==> src/rtl/demux_pkg.sv <==
// Shared types and sizing for the registered 1:4 demultiplexer.
package demux_pkg;

    localparam int unsigned NCH   = 4;
    localparam int unsigned SEL_W = 2;

    typedef logic [SEL_W-1:0] sel_t;

    typedef enum logic {
        EMPTY = 1'b0,
        FULL  = 1'b1
    } slot_state_t;

endpackage

==> src/rtl/demux_slot.sv <==
// One-entry output channel register: loads on push, frees on pop, and a
// same-cycle push/pop keeps the channel full with the new word.
module demux_slot
    import demux_pkg::*;
#(
    parameter int unsigned W = 8
) (
    input  logic         clk,
    input  logic         rst_n,
    input  logic         load,
    input  logic [W-1:0] d,
    input  logic         pop,
    output logic [W-1:0] q,
    output logic         valid
);

    slot_state_t state, state_nxt;

    always_ff @(posedge clk or negedge rst_n) begin
        if (!rst_n) begin
            state <= EMPTY;
        end else begin
            state <= state_nxt;
        end
    end

    always_comb begin
        state_nxt = state;
        unique case (state)
            EMPTY: if (load) state_nxt = FULL;
            FULL:  if (!load && pop) state_nxt = EMPTY;
            default: state_nxt = EMPTY;
        endcase
    end

    // Held word only changes on a load, so a stalled channel stays stable.
    always_ff @(posedge clk or negedge rst_n) begin
        if (!rst_n) begin
            q <= '0;
        end else if (load) begin
            q <= d;
        end
    end

    assign valid = (state == FULL);

endmodule

==> src/rtl/demux1_4_seq.sv <==
// Registered 1:4 demultiplexer with per-channel valid/ready handshakes.
// Define DEMUX_RR_EN to replace in_sel with an internal round-robin pointer.
module demux1_4_seq
    import demux_pkg::*;
#(
    parameter int unsigned W = 8
) (
    input  logic             clk,
    input  logic             rst_n,
    input  logic [W-1:0]     in_data,
    input  logic [SEL_W-1:0] in_sel,
    input  logic             in_valid,
    output logic             in_ready,
    output logic [NCH*W-1:0] out_data,
    output logic [NCH-1:0]   out_valid,
    input  logic [NCH-1:0]   out_ready,
    output logic [SEL_W-1:0] cur_sel
);

    sel_t           s;
    logic           accept;
    logic [NCH-1:0] load;
    logic [NCH-1:0] pop;

`ifdef DEMUX_RR_EN
    sel_t rr_ptr;
    logic unused_sel;

    // Pointer steps only on accept; a stalled channel blocks without skipping.
    always_ff @(posedge clk or negedge rst_n) begin
        if (!rst_n) begin
            rr_ptr <= '0;
        end else if (accept) begin
            rr_ptr <= rr_ptr + sel_t'(1);
        end
    end

    assign s          = rr_ptr;
    assign unused_sel = ^in_sel;
`else
    assign s = in_sel;
`endif

    assign cur_sel  = s;
    assign in_ready = ~out_valid[s] | out_ready[s];
    assign accept   = in_valid & in_ready;
    assign pop      = out_valid & out_ready;

    always_comb begin
        load    = '0;
        load[s] = accept;
    end

    for (genvar k = 0; k < NCH; k++) begin : g_slot
        demux_slot #(
            .W(W)
        ) u_slot (
            .clk   (clk),
            .rst_n (rst_n),
            .load  (load[k]),
            .d     (in_data),
            .pop   (pop[k]),
            .q     (out_data[k*W +: W]),
            .valid (out_valid[k])
        );
    end

endmodule

==> config.mk <==
export PLATFORM = sky130hd
export DESIGN_NAME = demux1_4_seq
export DESIGN_NICKNAME = d
export VERILOG_FILES = /design/src/rtl/demux_pkg.sv /design/src/rtl/demux_slot.sv /design/src/rtl/demux1_4_seq.sv
export SDC_FILE = /design/constraint.sdc
export NUM_CORES = 1
export LEC_CHECK = 0
export CORE_UTILIZATION = 32
export DETAILED_ROUTE_END_ITERATION = 7
export SLEW_MARGIN = 20
export SYNTH_ARGS = -nofsm -noshare
export SYNTH_HDL_FRONTEND = slang
export SYNTH_SLANG_ARGS = --single-unit
export TNS_END_PERCENT = 50
==> constraint.sdc <==
create_clock -name clk -period 1.8 [get_ports clk]
set_input_delay 0.18 -clock clk [delete_from_list [all_inputs] [get_ports clk]]
set_output_delay 0.18 -clock clk [all_outputs]
set_load 0.005 [all_outputs]
Word-level counts from Yosys, hierarchy flattened
Index checks and enable logic that the tools add are counted.
Storage, ports and cells
  flip-flop bits (word level): 36
  input port bits: 17
  output and inout bits: 39
  word-level logic and storage cells: 46
Cells by class
  order comparisons: 2
  muxes and demuxes: 18
  bitwise gates (word level): 9
  reduce and logical (&&, ||, !) cells: 9
Operator list (count)
  1-bit 2-to-1 mux: 11
  4-bit AND: 2
  1-bit one-hot mux with 2 select lines: 4
  1-bit logical AND: 5
  1-bit NOT: 5
  1-bit binary-select mux with 2-bit select: 2
  1-bit logical NOT: 4
  2-bit by 3-bit < comparator with 1-bit output, second input constant: 1
  1-bit demux with 2-bit select: 1
  2-bit by 1-bit greater-or-equal comparator with 1-bit output, second input constant: 1
  1-bit AND: 1
  1-bit OR: 1

Longest topological paths before layout
Gate-level depths: netlist of run 1.
  depth in word-level cells: 10
  gate-level depth with buffers: 4
  depth with buffers taken out: 3

By module
A second synthesis of run 1 with hierarchy kept.
Unflattened totals
  cells, all modules: 95
  area, all modules: 1620.3 sq um
Modules (own cells, without submodules)
  demux_slot: times used 4, cells each 20, area an instance 369.1 sq um, seq. area each 225.2 sq um
  demux1_4_seq: times used 1, cells each 15, area an instance 143.9 sq um, seq. area each 0.0 sq um

Worst setup path before layout of run 1
No wires, ideal clock.
  kind: flip-flop to flip-flop
  from: register g_slot[2].u_slot.state
  to: register g_slot[2].u_slot.q[0]
  library setup time: 0.125 ns
  data arrival time: 1.145 ns
  required time: 1.675 ns
  slack: 0.530 ns
  stages on the path, launching flop included: 4
  path buffers: 0
  clock period less this slack: 1.270 ns
  path through: dfrtp_1 > nand2b_1 > nor3b_4 > mux2_2
Between the ends
  cells in the longest elaborated chain, start to end: 6
Ends and longest elaborated chain
  from (decl): line demux_slot.sv:17  | slot_state_t state, state_nxt;
  from (signal assigned): line demux_slot.sv:23  | state <= state_nxt;
  1-bit binary-select mux with 2-bit select: line demux1_4_seq.sv:45  | assign in_ready = ~out_valid[s] | out_ready[s];
  1-bit 2-to-1 mux (implied by the code): line demux1_4_seq.sv:45
  1-bit NOT: line demux1_4_seq.sv:45
  1-bit OR: line demux1_4_seq.sv:45
  1-bit AND: line demux1_4_seq.sv:46  | assign accept = in_valid & in_ready;
  4-bit AND (no line)
  to (signal assigned): line demux_slot.sv:39  | q <= '0;
  to (signal assigned): line demux_slot.sv:41  | q <= d;
  to (decl): line demux_slot.sv:13  | output logic [W-1:0] q,
Every way passes these cells. The select of a mux whose other input is x is not followed.
A chain may end at the register's enable or synchronous reset.

Final worst setup path of run 1
  from: input port out_ready[1]
  to: output port in_ready
Between the ends
  cells in the longest elaborated chain, start to end: 3
Ends and longest elaborated chain
  from (decl): line demux1_4_seq.sv:16  | input logic [NCH-1:0] out_ready,
  1-bit binary-select mux with 2-bit select: line demux1_4_seq.sv:45
  1-bit 2-to-1 mux (implied by the code): line demux1_4_seq.sv:45
  1-bit OR: line demux1_4_seq.sv:45
  to (decl): line demux1_4_seq.sv:13  | output logic in_ready,
Every way passes these cells. The select of a mux whose other input is x is not followed.

==> results by group, run 1 <==
Logic synthesis
  • Share of Yosys cell area claimed by the top area cell type: 62.3%
  • Syn Area/Cell: 15.6 um2
  • Mapped Nets: 110
  • Mapped cell area: 1450 um2
  • Complex-gate fraction of the synthesized area: 0.346%
  • Register area share after synthesis: 62.3%
  • Synth area leaders: dfrtp_1 (62%), mux2_2 (25%), buf_4 (4.2%)
  • Post-synthesis register bit count: 36
  • Simple-gate area share of the yosys netlist: 6.75%
  • Xor and xnor fraction of the mapped netlist area: 0%
  • Post-Syn Instances: 93
  • Netlist cell types: 12
  • Synth warnings: 0
  • Post-synth top area cell: dfrtp_1
  • Mux cell area share after synthesis: 26.5%
  • Synth Area in Adders: 0%
  • Main combinational cell family by area after synthesis: multiplexers

Placed design
  • Hpwl dp: 2230 um
  • Pre-CTS WS: -0.0637 ns
  • Dpl cell area: 2070 um2
  • Cell count after placement: 200
  • Gpl congestion: 0.828
  • Number of I/O port buffers: 55

Floorplan
  • Core Area: 4350 um2
  • Die height: 69.2 um
  • Die area: 4790 um2
  • Initial core utilization: 33.2%
  • I/O pins: 56
  • # rows: 24
  • Die W: 69.2 um

Pwr
  • Pleak: 0.906 nW
  • PwrDens: 1020 nW/um2
  • Maximum VDD drop: 0.478 mV

Timing
  • Final setup fails: 0
  • Worst slew margin: 47.4%
  • Slew Limit Fails: 0
  • Setup Skew: 0.00363 ns
  • Final worst slack: 0.128 ns
  • Setup total negative slack: 0 ns
  • Endpoints failing hold: 36
  • Hold WS: -0.0233 ns
  • RSZ-0062 raised after global routing: no
  • Slew at the pin closest to its max-slew limit: 0.789 ns
  • Fin crit share: 92.9%
  • Fmax: 0.598 GHz
  • Post-route minimum period: 1.67 ns

Layout
  • Design area: 2150 um2
  • Most common cell after layout, fill and taps aside: clkdlybuf4s50_1
  • Commonest non-fill, non-tap cells in the layout: clkdlybuf4s50_1 (53), dfrtp_1 (36), mux2_2 (32), buf_4 (7)
  • Final nets: 172
  • Antenna diodes: 0
  • Layout Cells excl Fill: 208
  • Post-layout util: 49.5%
  • Fraction of layout cells with a size suffix above 1: 32.1%
  • Area Growth Syn to Fin: 48.9%

Critical path
  • Reg-to-Reg Start: g_slot[2].u_slot.valid$_DFF_PN0_
  • Reg2reg setup slack: 0.39 ns
  • CP max FO: 3
  • Crit path max-delay family: buffers and inverters
  • Buf/Inv on CP: 2
  • Crit Path Class: in2out
  • Max stage delay on crit path: 0.46 ns
  • Critical Path, Cell by Cell: clkdlybuf4s50_1 > nand2b_1 > mux4_2 > dlygate4sd2_1
  • Slowest cell on crit path: mux4_2
  • Crit end category: primary output
  • WP data arrival: 1.49 ns
  • Startpoint types: input pin
  • Reg2reg end: g_slot[2].u_slot.q[0]$_DFFE_PN0P_
  • Worst-case reg-to-reg path depth: 5
  • Worst EP required: 1.62 ns

Routing
  • Remaining DRCs: 0
  • Drt pass-1 iters: 2
  • Routed Wire Length: 3180 um
  • WL/cell: 15.3 um
  • Via density per instance: 4.60
  • Via count: 957
  • DRT iter0 DRCs: 35
  • Post-route ant nets: 0

Global routing
  • Gr usage total: 14.6%
  • Number of global-route vias before repair: 1022
  • Pin count of the biggest net entering global routing: 37
  • GRT overflow: 0
  • Initial antenna violation count: 0
  • First-pass GRT wire length: 5240 um

CTS
  • CTS Buffer Depth: 2
  • Worst skew pair latency: 0.28 ns
  • Worst-path clk slew: 0.07 ns
  • Sink Count: 36
  • H-tree depth: 2
  • Root Driver: clkbuf_8
  • CTS tree: yes
  • Cts bufs inserted: 5

Status
  • Failing checks: negative hold slack
  • Run status: complete, but fails checks

Worst hold path
  • Min-delay worst type: in2async

Job
  • Max-cap violation count: 0
## through the flow
step                hold slack [ns]  power, mW
finish                      -0.0233       2.21
global route                 0.0419       2.34
CTS                         0.00415       2.25
detailed placement            0.315       1.68
global placement              0.303       1.67
floorplan                    -0.116       1.25
## power breakdown
group | total [mW] | internal [mW] | switching (mW) | leakage [nW]
registers | 1.05 | 0.968 | 0.0824 | 0.431
clock network | 0.549 | 0.276 | 0.273 | 0.0424
logic | 0.606 | 0.434 | 0.172 | 0.433
## cells by family (layout without fill, tap and decap cells)
| logic type | Yosys count | count (layout) |
|---|---|---|
| mux | 33 | 33 |
| flops | 36 | 36 |
| buf+inv | 8 | 71 |
| compound gates | 1 | 1 |
| simple gates | 15 | 15 |
## metal layers
| metal | global-route usage [%] | wire [um] | part of all wire (%) |
|---|---|---|---|
| met5 | 0 | 0 | 0 |
| met4 | 8.16 | 64 | 2.0 |
| met3 | 4.07 | 158 | 5.0 |
| met1 | 16.4 | 1300 | 41 |
| met2 | 24.9 | 1660 | 52 |
## layout make-up
type	instances	area [um2]
multi-input combinational	49	485
sequential	36	901
fill	391	2200
clock inverter	1	8.76
clock buffer	7	76.3
tap	52	65.1
timing repair buffer	63	617
## registers in the layout, summed over array words and instances (netlist names)
signal               cells
g_slot.u_slot.q         32
g_slot.u_slot.valid      4
## worst max-delay path by stage
stage / to / cells after the start / startpoint
after detailed placement: in_ready / 4 / out_ready[1]
after CTS: in_ready / 4 / out_ready[1]
final: in_ready / 4 / out_ready[1]
after floorplan: g_slot[2].u_slot.q[0]$_DFFE_PN0P_ / 3 / g_slot[2].u_slot.valid$_DFF_PN0_
after global routing: in_ready / 4 / out_ready[1]
after global placement: in_ready / 4 / out_ready[3]
## what timing repair did
action / CTS / global route
resized for setup: 1 / 0
hold buffers: 0 / 0
buffers inserted: 0 / 0
setup endpoints to repair: 1 / 0
## cell usage after synthesis
master and instances:
and3_1 1, buf_4 8, dfrtp_1 36, mux2_2 32, mux4_2 1, nand2_1 5
nand2b_1 4, nand3_1 1, nand3b_2 1, nor2b_1 2, nor3b_4 1, o21ai_0 1
Power figures use the tool's default switching activity.
==> inputs of run 2 (changes only) <==
--- a/config.mk
+++ b/config.mk
@@ -5,6 +5,7 @@
 export SDC_FILE = /design/constraint.sdc
 export NUM_CORES = 1
 export LEC_CHECK = 0
+export CORE_MARGIN = 2
 export CORE_UTILIZATION = 32
 export DETAILED_ROUTE_END_ITERATION = 7
 export SLEW_MARGIN = 20
==> constraint.sdc (replaced) <==
create_clock -name clk -period 1.6 [get_ports clk]
set_input_delay 0.16 -clock clk [delete_from_list [all_inputs] [get_ports clk]]
set_output_delay 0.16 -clock clk [all_outputs]
set_load 0.005 [all_outputs]
==> results by group, run 2 (same netlist as run 1, synthesis figures left out) <==
Global routing
  • First-pass GRT wire length: 5580 um
  • Pin count of the biggest net entering global routing: 37
  • Number of global-route vias before repair: 1084
  • Gr usage total: 14.6%
  • GRT overflow: 0
  • Initial antenna violation count: 0

CTS
  • H-tree depth: 2
  • CTS Buffer Depth: 2
  • Sink Count: 36
  • Worst skew pair latency: 0.28 ns
  • CTS tree: yes
  • Root Driver: clkbuf_8
  • Worst-path clk slew: 0.07 ns
  • Cts bufs inserted: 5

Critical path
  • Max stage delay on crit path: 0.51 ns
  • Worst EP required: 1.44 ns
  • Crit Path Class: in2out
  • Critical Path, Cell by Cell: clkdlybuf4s50_1 > buf_4 > clkdlybuf4s50_1
  • WP data arrival: 1.34 ns
  • Crit end category: primary output
  • Most frequent CP cell: clkdlybuf4s50_1
  • Startpoint types: input pin
  • Slowest cell on crit path: clkdlybuf4s50_1
  • CP max FO: 7
  • Reg2reg setup slack: 0.18 ns

Floorplan
  • Die W: 71.2 um
  • Core Area: 4350 um2
  • I/O pins: 56
  • Die area: 5070 um2
  • # rows: 24
  • Die height: 71.2 um
  • Initial core utilization: 33.2%

Timing
  • Slew Limit Fails: 0
  • Fmax: 0.667 GHz
  • RSZ-0062 raised after global routing: no
  • Worst slew margin: 69.8%
  • Fin crit share: 93.8%
  • Final setup fails: 0
  • Post-route minimum period: 1.50 ns
  • Setup total negative slack: 0 ns
  • Slew at the pin closest to its max-slew limit: 0.453 ns
  • Endpoints failing hold: 0
  • Setup Skew: 0.00503 ns

Layout
  • Fill cells: 370
  • Area Growth Syn to Fin: 52.6%
  • FF+latch area: 901 um2
  • Reg with most FFs: g_slot.u_slot.q
  • Max reg flops: 32
  • Design area: 2210 um2
  • Commonest non-fill, non-tap cells in the layout: clkdlybuf4s50_1 (53), dfrtp_1 (36), mux2_2 (32), buf_4 (16)
  • Final nets: 181
  • Antenna diodes: 0
  • Most common cell after layout, fill and taps aside: clkdlybuf4s50_1
  • Fraction of layout cells with a size suffix above 1: 36.6%
  • Area of the multi-input gates: 493 um2

Status
  • Run status: finished clean

Pwr
  • Clock Power Share: 23.7%
  • Part of the power in registers: 48.1%
  • Maximum VDD drop: 0.762 mV
  • Pleak: 0.950 nW
  • PwrDens: 1120 nW/um2
  • Switching part of the total: 23.6%
  • Logic pwr share: 28.2%
  • Pint: 1.89 mW
  • Net load switching power: 0.582 mW

Routing
  • Remaining DRCs: 0
  • Drt pass-1 iters: 4
  • Routed Wire Length: 3340 um
  • Post-route ant nets: 0
  • WL/cell: 15.4 um
  • Via density per instance: 4.55
  • Via count: 983
  • DRT iter0 DRCs: 23

Placed design
  • Dpl cell area: 2110 um2
  • Hpwl dp: 2460 um
  • Number of I/O port buffers: 55
  • Gpl congestion: 0.867

Job
  • Max-cap violation count: 0

Worst hold path
  • Min-delay worst type: in2async
[run 2: final timing paths]
check,from,end,cells past startpoint
worst min-delay path,rst_n,g_slot[0].u_slot.valid$_DFF_PN0_,3
min in group clk,g_slot[3].u_slot.q[5]$_DFFE_PN0P_,g_slot[3].u_slot.q[5]$_DFFE_PN0P_,1
worst max-delay path,in_sel[0],cur_sel[0],3
worst min register to register,g_slot[3].u_slot.q[5]$_DFFE_PN0P_,g_slot[3].u_slot.q[5]$_DFFE_PN0P_,1
worst max register to register,g_slot[2].u_slot.valid$_DFF_PN0_,g_slot[2].u_slot.q[6]$_DFFE_PN0P_,5
max in group asynchronous,rst_n,g_slot[0].u_slot.q[2]$_DFFE_PN0P_,3
[run 2: critical path: cells and delay by family]
family | cells | cell delay [ns]
buffers and inverters | 3 | 1.18
[run 2: power by group through the flow]
| stage | logic [mW] | clock network [mW] | registers, mW |
|---|---|---|---|
| 6_report | 0.697 | 0.584 | 1.19 |
| 4_1_cts | 0.710 | 0.621 | 1.19 |
| 2_1_floorplan | 0.205 | 0 | 1.20 |
| 5_1_grt | 0.752 | 0.655 | 1.22 |
| 3_5_place_dp | 0.703 | 0 | 1.20 |
| 3_3_place_gp | 0.689 | 0 | 1.20 |
[run 2: cell type report]
cell class | count | share of cell area, %
clock inverters | 1 | 0.227
multi-input cells | 49 | 22.3
flip-flops and latches | 36 | 40.8
repair buffers | 72 | 30.4
well taps | 52 | 2.95
clock buffers | 6 | 3.29
[run 2: through the flow]
stage | utilization [%] | total power [mW] | hold WS [ns] | setup WS [ns] | instances
floorplan | - | 1.41 | -0.136 | 0.330 | 93
global placement | 48.4 | 1.89 | 0.222 | -0.183 | 207
detailed placement | 48.4 | 1.91 | 0.228 | -0.198 | 207
CTS | 50.6 | 2.52 | 0.461 | 0.0352 | 215
global route | 50.7 | 2.62 | 0.503 | 0.00622 | 216
finish | 50.7 | 2.47 | 0.453 | 0.0997 | 216
[run 2: metal layers]
metal | global-route usage [%] | wire [um]
met1 | 17.7 | 1360
met2 | 22.9 | 1680
met3 | 5.63 | 239
met4 | 6.92 | 52
met5 | 0 | 0
[run 2: what timing repair did]
item                                   4_1_cts  5_1_grt
hold buffers                                 1        0
buffers inserted                             0        1
endpoints found under the hold margin       36        0
gates resized for setup                      3        1
setup endpoints to repair                    1        1
==> inputs of run 3 (changes only) <==
--- a/config.mk
+++ b/config.mk
@@ -8,6 +8,7 @@
 export CORE_MARGIN = 2
 export CORE_UTILIZATION = 32
 export DETAILED_ROUTE_END_ITERATION = 7
+export GPL_ROUTABILITY_DRIVEN = 0
 export SLEW_MARGIN = 20
 export SYNTH_ARGS = -nofsm -noshare
 export SYNTH_HDL_FRONTEND = slang
==> results of run 3 <==
The final DEF is identical to that of run 2; final timing and power are the same.
